File: src/rtl/wb_arb_pkg.sv
// Shared types and arbitration rule for the two-master Wishbone arbiter.
package wb_arb_pkg;

  typedef enum logic [1:0] {
    IDLE = 2'd0,
    GNT0 = 2'd1,
    GNT1 = 2'd2
  } arb_state_t;

  localparam int NB_MASTERS = 2;

  // req[n] is master n's cyc; on a tie the master that did not own the bus last wins.
  function automatic arb_state_t next_grant(input logic [NB_MASTERS-1:0] req, input logic last);
    arb_state_t grant;
    grant = IDLE;
    case (req)
      2'b01:   grant = GNT0;
      2'b10:   grant = GNT1;
      2'b11:   grant = last ? GNT0 : GNT1;
      default: grant = IDLE;
    endcase
    return grant;
  endfunction

endpackage

File: src/rtl/wshb_if.sv
// Wishbone classic/registered-feedback bus bundle, 32-bit data with byte selects.
interface wshb_if #(
  parameter int DATA_WIDTH = 32,
  parameter int ADR_WIDTH  = 32
) (
  input logic clk
);
  logic                    cyc;
  logic                    stb;
  logic                    we;
  logic [ADR_WIDTH-1:0]    adr;
  logic [DATA_WIDTH-1:0]   dat_ms;
  logic [DATA_WIDTH-1:0]   dat_sm;
  logic [DATA_WIDTH/8-1:0] sel;
  logic [2:0]              cti;
  logic [1:0]              bte;
  logic                    ack;
  logic                    err;
  logic                    rty;

  modport master (
    input  clk,
    output cyc, stb, we, adr, dat_ms, sel, cti, bte,
    input  ack, err, rty, dat_sm
  );

  modport slave (
    input  clk,
    input  cyc, stb, we, adr, dat_ms, sel, cti, bte,
    output ack, err, rty, dat_sm
  );
endinterface

File: src/rtl/wb_arb_timeout.sv
// Watchdog for the arbiter: counts stalled cycles of the current owner and flags expiry.
module wb_arb_timeout #(
  parameter int TIMEOUT_CYCLES = 256
) (
  input  logic clk,
  input  logic rst,
  input  logic en,
  input  logic clr,
  output logic expired
);
  localparam int CW = $clog2(TIMEOUT_CYCLES + 1);
  localparam logic [CW-1:0] LIMIT = CW'(TIMEOUT_CYCLES);

  logic [CW-1:0] count_reg;

  // Saturates at the limit so expiry stays stable until the clear arrives.
  always_ff @(posedge clk or posedge rst) begin
    if (rst) begin
      count_reg <= '0;
    end else if (clr) begin
      count_reg <= '0;
    end else if (en && count_reg != LIMIT) begin
      count_reg <= count_reg + 1'b1;
    end
  end

  assign expired = (count_reg == LIMIT);
endmodule

File: src/rtl/wb_arbiter.sv
// Two-master round-robin Wishbone arbiter onto one slave port.
// Optional owner watchdog enabled by defining WB_ARB_TIMEOUT_EN.
module wb_arbiter
  import wb_arb_pkg::*;
#(
  parameter int TIMEOUT_CYCLES = 256
) (
  input logic    clk,
  input logic    rst,
  wshb_if.slave  wb_s0,
  wshb_if.slave  wb_s1,
  wshb_if.master wb_m
);
  arb_state_t state_reg, state_next;
  logic       last_reg, last_next;
  logic       own0, own1;
  logic       expired;

  if (TIMEOUT_CYCLES < 2) begin : g_timeout_range
    $error("wb_arbiter: TIMEOUT_CYCLES must be at least 2");
  end

  always_ff @(posedge clk or posedge rst) begin
    if (rst) begin
      state_reg <= IDLE;
      last_reg  <= 1'b1;
    end else begin
      state_reg <= state_next;
      last_reg  <= last_next;
    end
  end

  always_comb begin
    state_next = state_reg;
    last_next  = last_reg;
    case (state_reg)
      IDLE: state_next = next_grant({wb_s1.cyc, wb_s0.cyc}, last_reg);
      GNT0: begin
        if (expired) begin
          state_next = IDLE;
          last_next  = 1'b0;
        end else if (!wb_s0.cyc) begin
          state_next = next_grant({wb_s1.cyc, 1'b0}, last_reg);
          last_next  = 1'b0;
        end
      end
      GNT1: begin
        if (expired) begin
          state_next = IDLE;
          last_next  = 1'b1;
        end else if (!wb_s1.cyc) begin
          state_next = next_grant({1'b0, wb_s0.cyc}, last_reg);
          last_next  = 1'b1;
        end
      end
      default: state_next = IDLE;
    endcase
  end

  assign own0 = (state_reg == GNT0);
  assign own1 = (state_reg == GNT1);

  always_comb begin
    wb_m.cyc    = 1'b0;
    wb_m.stb    = 1'b0;
    wb_m.we     = 1'b0;
    wb_m.adr    = '0;
    wb_m.dat_ms = '0;
    wb_m.sel    = '0;
    wb_m.cti    = '0;
    wb_m.bte    = '0;
    if (own0) begin
      wb_m.cyc    = wb_s0.cyc;
      wb_m.stb    = wb_s0.stb;
      wb_m.we     = wb_s0.we;
      wb_m.adr    = wb_s0.adr;
      wb_m.dat_ms = wb_s0.dat_ms;
      wb_m.sel    = wb_s0.sel;
      wb_m.cti    = wb_s0.cti;
      wb_m.bte    = wb_s0.bte;
    end else if (own1) begin
      wb_m.cyc    = wb_s1.cyc;
      wb_m.stb    = wb_s1.stb;
      wb_m.we     = wb_s1.we;
      wb_m.adr    = wb_s1.adr;
      wb_m.dat_ms = wb_s1.dat_ms;
      wb_m.sel    = wb_s1.sel;
      wb_m.cti    = wb_s1.cti;
      wb_m.bte    = wb_s1.bte;
    end
    // A timed-out cycle is cut off from the slave while err goes back to the owner.
    if (expired) begin
      wb_m.cyc = 1'b0;
      wb_m.stb = 1'b0;
    end
  end

  assign wb_s0.ack    = own0 & wb_m.ack;
  assign wb_s0.err    = own0 & (wb_m.err | expired);
  assign wb_s0.rty    = own0 & wb_m.rty;
  assign wb_s0.dat_sm = own0 ? wb_m.dat_sm : '0;
  assign wb_s1.ack    = own1 & wb_m.ack;
  assign wb_s1.err    = own1 & (wb_m.err | expired);
  assign wb_s1.rty    = own1 & wb_m.rty;
  assign wb_s1.dat_sm = own1 ? wb_m.dat_sm : '0;

`ifdef WB_ARB_TIMEOUT_EN
  logic owner_stb;
  assign owner_stb = (own0 & wb_s0.stb) | (own1 & wb_s1.stb);

  wb_arb_timeout #(
    .TIMEOUT_CYCLES(TIMEOUT_CYCLES)
  ) u_timeout (
    .clk    (clk),
    .rst    (rst),
    .en     (owner_stb & ~wb_m.ack),
    .clr    (wb_m.ack | (state_next != state_reg)),
    .expired(expired)
  );
`else
  assign expired = 1'b0;
`endif
endmodule

File: src/flat_wrapper.sv
// flat-port wrapper written by rule: the top's interface ports become plain ports
module wb_arbiter_flat import wb_arb_pkg::*;
#(
  parameter int TIMEOUT_CYCLES = 256
)
  (clk, rst, wb_s0_cyc, wb_s0_stb, wb_s0_we, wb_s0_adr, wb_s0_dat_ms, wb_s0_sel, wb_s0_cti, wb_s0_bte, wb_s0_ack, wb_s0_err, wb_s0_rty, wb_s0_dat_sm, wb_s1_cyc, wb_s1_stb, wb_s1_we, wb_s1_adr, wb_s1_dat_ms, wb_s1_sel, wb_s1_cti, wb_s1_bte, wb_s1_ack, wb_s1_err, wb_s1_rty, wb_s1_dat_sm, wb_m_cyc, wb_m_stb, wb_m_we, wb_m_adr, wb_m_dat_ms, wb_m_sel, wb_m_cti, wb_m_bte, wb_m_ack, wb_m_err, wb_m_rty, wb_m_dat_sm);
  wshb_if wb_s0_i (.clk(clk));
  wshb_if wb_s1_i (.clk(clk));
  wshb_if wb_m_i (.clk(clk));
  input logic clk;
  input logic rst;
  input wire logic [$bits(wb_s0_i.cyc)-1:0] wb_s0_cyc;
  input wire logic [$bits(wb_s0_i.stb)-1:0] wb_s0_stb;
  input wire logic [$bits(wb_s0_i.we)-1:0] wb_s0_we;
  input wire logic [$bits(wb_s0_i.adr)-1:0] wb_s0_adr;
  input wire logic [$bits(wb_s0_i.dat_ms)-1:0] wb_s0_dat_ms;
  input wire logic [$bits(wb_s0_i.sel)-1:0] wb_s0_sel;
  input wire logic [$bits(wb_s0_i.cti)-1:0] wb_s0_cti;
  input wire logic [$bits(wb_s0_i.bte)-1:0] wb_s0_bte;
  output wire logic [$bits(wb_s0_i.ack)-1:0] wb_s0_ack;
  output wire logic [$bits(wb_s0_i.err)-1:0] wb_s0_err;
  output wire logic [$bits(wb_s0_i.rty)-1:0] wb_s0_rty;
  output wire logic [$bits(wb_s0_i.dat_sm)-1:0] wb_s0_dat_sm;
  input wire logic [$bits(wb_s1_i.cyc)-1:0] wb_s1_cyc;
  input wire logic [$bits(wb_s1_i.stb)-1:0] wb_s1_stb;
  input wire logic [$bits(wb_s1_i.we)-1:0] wb_s1_we;
  input wire logic [$bits(wb_s1_i.adr)-1:0] wb_s1_adr;
  input wire logic [$bits(wb_s1_i.dat_ms)-1:0] wb_s1_dat_ms;
  input wire logic [$bits(wb_s1_i.sel)-1:0] wb_s1_sel;
  input wire logic [$bits(wb_s1_i.cti)-1:0] wb_s1_cti;
  input wire logic [$bits(wb_s1_i.bte)-1:0] wb_s1_bte;
  output wire logic [$bits(wb_s1_i.ack)-1:0] wb_s1_ack;
  output wire logic [$bits(wb_s1_i.err)-1:0] wb_s1_err;
  output wire logic [$bits(wb_s1_i.rty)-1:0] wb_s1_rty;
  output wire logic [$bits(wb_s1_i.dat_sm)-1:0] wb_s1_dat_sm;
  output wire logic [$bits(wb_m_i.cyc)-1:0] wb_m_cyc;
  output wire logic [$bits(wb_m_i.stb)-1:0] wb_m_stb;
  output wire logic [$bits(wb_m_i.we)-1:0] wb_m_we;
  output wire logic [$bits(wb_m_i.adr)-1:0] wb_m_adr;
  output wire logic [$bits(wb_m_i.dat_ms)-1:0] wb_m_dat_ms;
  output wire logic [$bits(wb_m_i.sel)-1:0] wb_m_sel;
  output wire logic [$bits(wb_m_i.cti)-1:0] wb_m_cti;
  output wire logic [$bits(wb_m_i.bte)-1:0] wb_m_bte;
  input wire logic [$bits(wb_m_i.ack)-1:0] wb_m_ack;
  input wire logic [$bits(wb_m_i.err)-1:0] wb_m_err;
  input wire logic [$bits(wb_m_i.rty)-1:0] wb_m_rty;
  input wire logic [$bits(wb_m_i.dat_sm)-1:0] wb_m_dat_sm;
  assign wb_s0_i.cyc = wb_s0_cyc;
  assign wb_s0_i.stb = wb_s0_stb;
  assign wb_s0_i.we = wb_s0_we;
  assign wb_s0_i.adr = wb_s0_adr;
  assign wb_s0_i.dat_ms = wb_s0_dat_ms;
  assign wb_s0_i.sel = wb_s0_sel;
  assign wb_s0_i.cti = wb_s0_cti;
  assign wb_s0_i.bte = wb_s0_bte;
  assign wb_s0_ack = wb_s0_i.ack;
  assign wb_s0_err = wb_s0_i.err;
  assign wb_s0_rty = wb_s0_i.rty;
  assign wb_s0_dat_sm = wb_s0_i.dat_sm;
  assign wb_s1_i.cyc = wb_s1_cyc;
  assign wb_s1_i.stb = wb_s1_stb;
  assign wb_s1_i.we = wb_s1_we;
  assign wb_s1_i.adr = wb_s1_adr;
  assign wb_s1_i.dat_ms = wb_s1_dat_ms;
  assign wb_s1_i.sel = wb_s1_sel;
  assign wb_s1_i.cti = wb_s1_cti;
  assign wb_s1_i.bte = wb_s1_bte;
  assign wb_s1_ack = wb_s1_i.ack;
  assign wb_s1_err = wb_s1_i.err;
  assign wb_s1_rty = wb_s1_i.rty;
  assign wb_s1_dat_sm = wb_s1_i.dat_sm;
  assign wb_m_cyc = wb_m_i.cyc;
  assign wb_m_stb = wb_m_i.stb;
  assign wb_m_we = wb_m_i.we;
  assign wb_m_adr = wb_m_i.adr;
  assign wb_m_dat_ms = wb_m_i.dat_ms;
  assign wb_m_sel = wb_m_i.sel;
  assign wb_m_cti = wb_m_i.cti;
  assign wb_m_bte = wb_m_i.bte;
  assign wb_m_i.ack = wb_m_ack;
  assign wb_m_i.err = wb_m_err;
  assign wb_m_i.rty = wb_m_rty;
  assign wb_m_i.dat_sm = wb_m_dat_sm;
  wb_arbiter #(.TIMEOUT_CYCLES(TIMEOUT_CYCLES)) u_core (.clk(clk), .rst(rst), .wb_s0(wb_s0_i), .wb_s1(wb_s1_i), .wb_m(wb_m_i));
endmodule
File: config.mk
export PLATFORM = sky130hd
export DESIGN_NAME = wb_arbiter_flat
export DESIGN_NICKNAME = d
export VERILOG_FILES = /design/src/rtl/wb_arb_pkg.sv /design/src/rtl/wshb_if.sv /design/src/rtl/wb_arb_timeout.sv /design/src/rtl/wb_arbiter.sv /design/src/flat_wrapper.sv
export SDC_FILE = /design/constraint.sdc
export NUM_CORES = 1
export LEC_CHECK = 0
export CORE_AREA = 8 8 122 124
export CTS_CLUSTER_SIZE = 10
export DETAILED_ROUTE_END_ITERATION = 16
export DIE_AREA = 0 0 130 132
export GPL_TIMING_DRIVEN = 0
export PLACE_DENSITY = 0.55
export SYNTH_ARGS = -nofsm -noshare
export SYNTH_HDL_FRONTEND = slang
export SYNTH_SLANG_ARGS = --single-unit
File: constraint.sdc
create_clock -name clk -period 1.49 [get_ports clk]
set_input_delay 0.149 -clock clk [delete_from_list [all_inputs] [get_ports clk]]
set_output_delay 0.149 -clock clk [all_outputs]
set_load 0.02 [all_outputs]
### Yosys cells after proc, flatten, opt, wreduce, memory -nomap -nowiden

Cells that the tools add are included.

| word-level totals | value |
|---|---|
| bits in registers | 3 |
| bits in latches | 0 |
| bits in writable memories | 0 |
| ROM bits | 0 |
| bits of input ports | 189 |
| output and inout bits | 146 |
| logic and storage cells | 47 |
| memories | 0 |

| operators by class | value |
|---|---|
| add/sub/neg operators | 0 |
| $mul | 0 |
| divide/modulo/power cells | 0 |
| magnitude comparators | 0 |
| equal/unequal tests | 7 |
| shift-type cells | 0 |
| multiplexer cells | 28 |
| bitwise logic cells | 6 |
| reduce and logical (&&, ||, !) cells | 4 |

Operators with widths:

| operator | number |
|---|---|
| 32-bit 2-to-1 mux | 6 |
| 2-bit 2-to-1 mux | 6 |
| 2-bit one-hot mux with 3 select lines | 2 |
| 1-bit 2-to-1 mux | 9 |
| 4-bit 2-to-1 mux | 2 |
| 1-bit AND | 6 |
| 2-bit == test, second input constant | 3 |
| 3-bit 2-to-1 mux | 2 |
| 2-bit by 1-bit == test with 1-bit output, second input constant | 2 |
| 2-bit != test, second input constant | 2 |
| 3-bit AND reduction | 1 |
| 2-bit zero test | 1 |
| 1-bit one-hot mux with 2 select lines | 1 |
| 2-bit AND reduction | 1 |
| 2-bit nonzero test | 1 |

### Logic depth before layout (Yosys ltp)

| depth | value |
|---|---|
| depth in word-level cells | 3 |
| depth in mapped cells | 5 |

### Worst setup path after synthesis

OpenSTA, ideal clock, no wires.

| path | value |
|---|---|
| kind | register to output |
| from | register u_core.state_reg[1] |
| to | output wb_m_adr[0] |
| arrival time | 1.137 ns |
| data required time | 1.341 ns |
| path slack | 0.204 ns |
| stages on the path, launching flop included | 5 |
| path buffers | 2 |
| path through | dfrtp_1 -> nor2b_1 -> buf_4 -> buf_4 -> a22o_1 |

| between the ends | value |
|---|---|
| cells in the longest elaborated chain, start to end | 3 |
| elaborated cells on any way between the ends | 4 |

Ends and longest elaborated chain:

| what | line | source |
|---|---|---|
| from (decl) | wb_arbiter.sv:14 | `arb_state_t state_reg, state_next;` |
| from (signal assigned) | wb_arbiter.sv:28 | `state_reg <= state_next;` |
| 2-bit == test | wb_arbiter.sv:61 | `assign own1 = (state_reg == GNT1);` |
| 32-bit 2-to-1 mux | wb_arbiter.sv:81 | `end else if (own1) begin` |
| 32-bit 2-to-1 mux * | wb_arbiter.sv:72 | `if (own0) begin` |
| to (decl) | flat_wrapper.sv:39 | `output wire logic [$bits(wb_m_i.adr)-1:0] wb_m_adr;` |

Mark *: on every way between the ends. The rest lies on a longest branch, timed or not.

### Final worst setup path

| path | value |
|---|---|
| from | register u_core.state_reg[1] |
| to | output wb_m_dat_ms[16] |

| between the ends | value |
|---|---|
| cells in the longest elaborated chain, start to end | 3 |
| elaborated cells on any way between the ends | 4 |

Ends and longest elaborated chain:

| what | line | source |
|---|---|---|
| 2-bit == test | wb_arbiter.sv:61 |  |
| 32-bit 2-to-1 mux | wb_arbiter.sv:81 |  |
| 32-bit 2-to-1 mux * | wb_arbiter.sv:72 |  |
| to (decl) | flat_wrapper.sv:40 | `output wire logic [$bits(wb_m_i.dat_ms)-1:0] wb_m_dat_ms;` |

Marked as above.

==> reports/metrics.yaml <==
outcome:
  status: "finished with violations"
  violations: "setup timing"
placed_design:
  finalWeightedCongestion: 0.891
  placed_cell_area_um2: 4990
  hpwl_um: 11800
  place.port_buffers: 334
power_and_ir_drop:
  p_seq_share_pct: 3.1
  p_int_mw: 2.81
  power_density_nw_per_um2: 948
  p_sw_share_pct: 43.5
  vdd_drop_max_uv: 529
  power_mw: 4.97
  leakagePower_nw: 2.36
  clkPwrFrac_pct: 8.7
  p_comb_share_pct: 88.2
  power_switching_mw: 2.16
timing:
  hold_viol_final: 0
  timing.fmax_ghz: 0.615
  final.period_utilization_pct: 109
  setup_viol: 146
  post-route-min-period_ps: 1630
  worst_slew_pin_slew_ps: 204
  clock-skew-final_ps: 6.24
  maxSlewHeadroom_pct: 86.4
  rsz0062_at_grt: "yes"
  slew_viol_final: 0
  fin_ws_ps: -136
die:
  dieArea_um2: 17200
  start_util_pct: 11.0
  die_h_um: 132
  coreArea_um2: 13000
  io_pins: 335
  die_w_um: 130
  row_count: 42
global_routing:
  grt_start_max_net_pins: 11
  overflow: 0
  antenna_found_initial: 1
  first_global_vias: 3121
  groute.usage.overall_pct: 14.2
  grt_pass1_wl_um: 19100
worst_hold_path:
  worstHoldPathType: "in -> async"
logic_synthesis:
  syn_avg_cell_area_um2: 7.65
  syn_area_um2: 1430
  syn-num-nets: 376
  yosysSeqAreaShare_pct: 5.34
  yosysUniqueCellTypes: 16
  synthCells: 187
  synth_seq_cells: 3
  ys_warn_count: 0
setup_path:
  critPathRequiredTime_ps: 1340
  start_kind: "register"
  end_kind: "output pin"
  worstPathMaxFanout: 10
  crit_type: "reg -> out"
  cp.arrival_ps: 1480
clocking:
  clkTransAtPathRegs_ps: 30
  tritoncts: "built"
  htreeDepth: 1
  cts.sinks: 3
  clockBufferDepth: 2
  cts_inserted_buffers: 3
  clockRootBuffer: "clkbuf_16"
  clock_latency_ps: 230
  cts_hold_buf: 0
drt:
  vias: 2871
  routedWlPerCell_um: 19.0
  wl_um: 13500
  ant_nets: 0
  drc: 0
  vias_per_cell: 4.05
  first_iter_violations: 33
  firstDrtPassIters: 4
final_layout:
  final_nets: 722
  layout_commonest_cell: "clkdlybuf4s50_1"
  syn2layout_area_growth_pct: 267
  n_fill_cell: 1325
  largest_register_ff_count: 2
  mostFrequentLayoutCells: "clkdlybuf4s50_1 (188), a22o_1 (75), buf_6 (71), buf_4 (65), and2_1 (47)"
  post-route-util_pct: 40.4
  stdcell_area_um2: 5240
  drive_gt1_share_pct: 39.8
job:
  maxCapViolations: 0
[cell usage after synthesis (all sizes together)]
cell     n  area (um2)
o21ai    2        10.0
nor2b    2        12.5
a22o    76         666
dfrtp    2        50.1
o22ai    2        12.5
clkbuf   2        7.51
nor2     3        13.8
dfstp    1        26.3
inv      2        7.50
nand2    1        3.75
buf     22         170
and2    72         450
[final timing paths]
| path | start | end | slack [ps] | cells after the start |
|---|---|---|---|---|
| min in group clk | u_core.last_reg | u_core.last_reg | 490 | 2 |
| min | rst | u_core.state_reg[1] | 90 | 2 |
| max reg2reg | u_core.state_reg[1] | u_core.state_reg[1] | 450 | 4 |
| max in group asynchronous | rst | u_core.last_reg | 1190 | 2 |
| min reg2reg | u_core.last_reg | u_core.last_reg | 490 | 2 |
| max | u_core.state_reg[1] | wb_m_dat_ms[16] | -140 | 5 |
[timing repair]
| action | in CTS | in global routing |
|---|---|---|
| gates cloned | 1 | 2 |
| setup endpoints to repair | 146 | 146 |
| pin swaps | 7 | 6 |
| gates resized for setup | 715 | 107 |
| setup buffers | 3 | 3 |
[stage by stage]
step / hold slack (ps) / TNS (ps) / setup WS, ps / std cells
CTS: 87.9 / -19560 / -244 / 705
finish: 86.3 / -13790 / -136 / 709
global route: 119 / -24750 / -220 / 709
detailed placement: 330 / -71870 / -560 / 697
global placement: 334 / -71490 / -558 / 697
floorplan: -98.1 / 0 / 204 / 187
[cells by family after synthesis]
group	after synthesis	synth area share [%]
AO/OA/AOI/OAI	80	48.1
AND/OR/NAND/NOR	78	33.6
buffers and inverters	26	12.9
flip-flops	3	5.34
[power by group through the flow]
stage / Clock, mW / Combinational, mW / Sequential (mW)
finish: 0.432 / 4.39 / 0.154
global route: 0.456 / 4.65 / 0.159
CTS: 0.442 / 4.17 / 0.154
detailed placement: 0 / 4.15 / 0.150
global placement: 0 / 4.16 / 0.147
floorplan: 0 / 2.00 / 0.142
[final cells by class]
| cell class | count | area [um2] | share of cell area (%) |
|---|---|---|---|
| Clock buffer | 4 | 78.8 | 1.50 |
| Multi-Input combinational cell | 158 | 1250 | 23.9 |
| Buffer | 22 | 269 | 5.13 |
| Inverter | 2 | 7.51 | 0.143 |
| Timing Repair Buffer | 343 | 3330 | 63.6 |
| Tap cell | 176 | 220 | 4.20 |
| Antenna cell | 1 | 2.50 | 0.0477 |
| Sequential cell | 3 | 78.8 | 1.50 |
[worst max-delay path: stages (launching register included)]
cell,delay [ps]
dfrtp_2,440
nor2_4,190
buf_6,180
buf_8,140
a22o_1,170
buf_6,130
[layer usage]
metal  track usage [%]  part of all wire (%)
met3              6.59                    14
met2              28.3                    54
met4              2.52                  0.85
met1              12.6                    32
met5                 0                     0
Power figures use the tool's default switching activity.
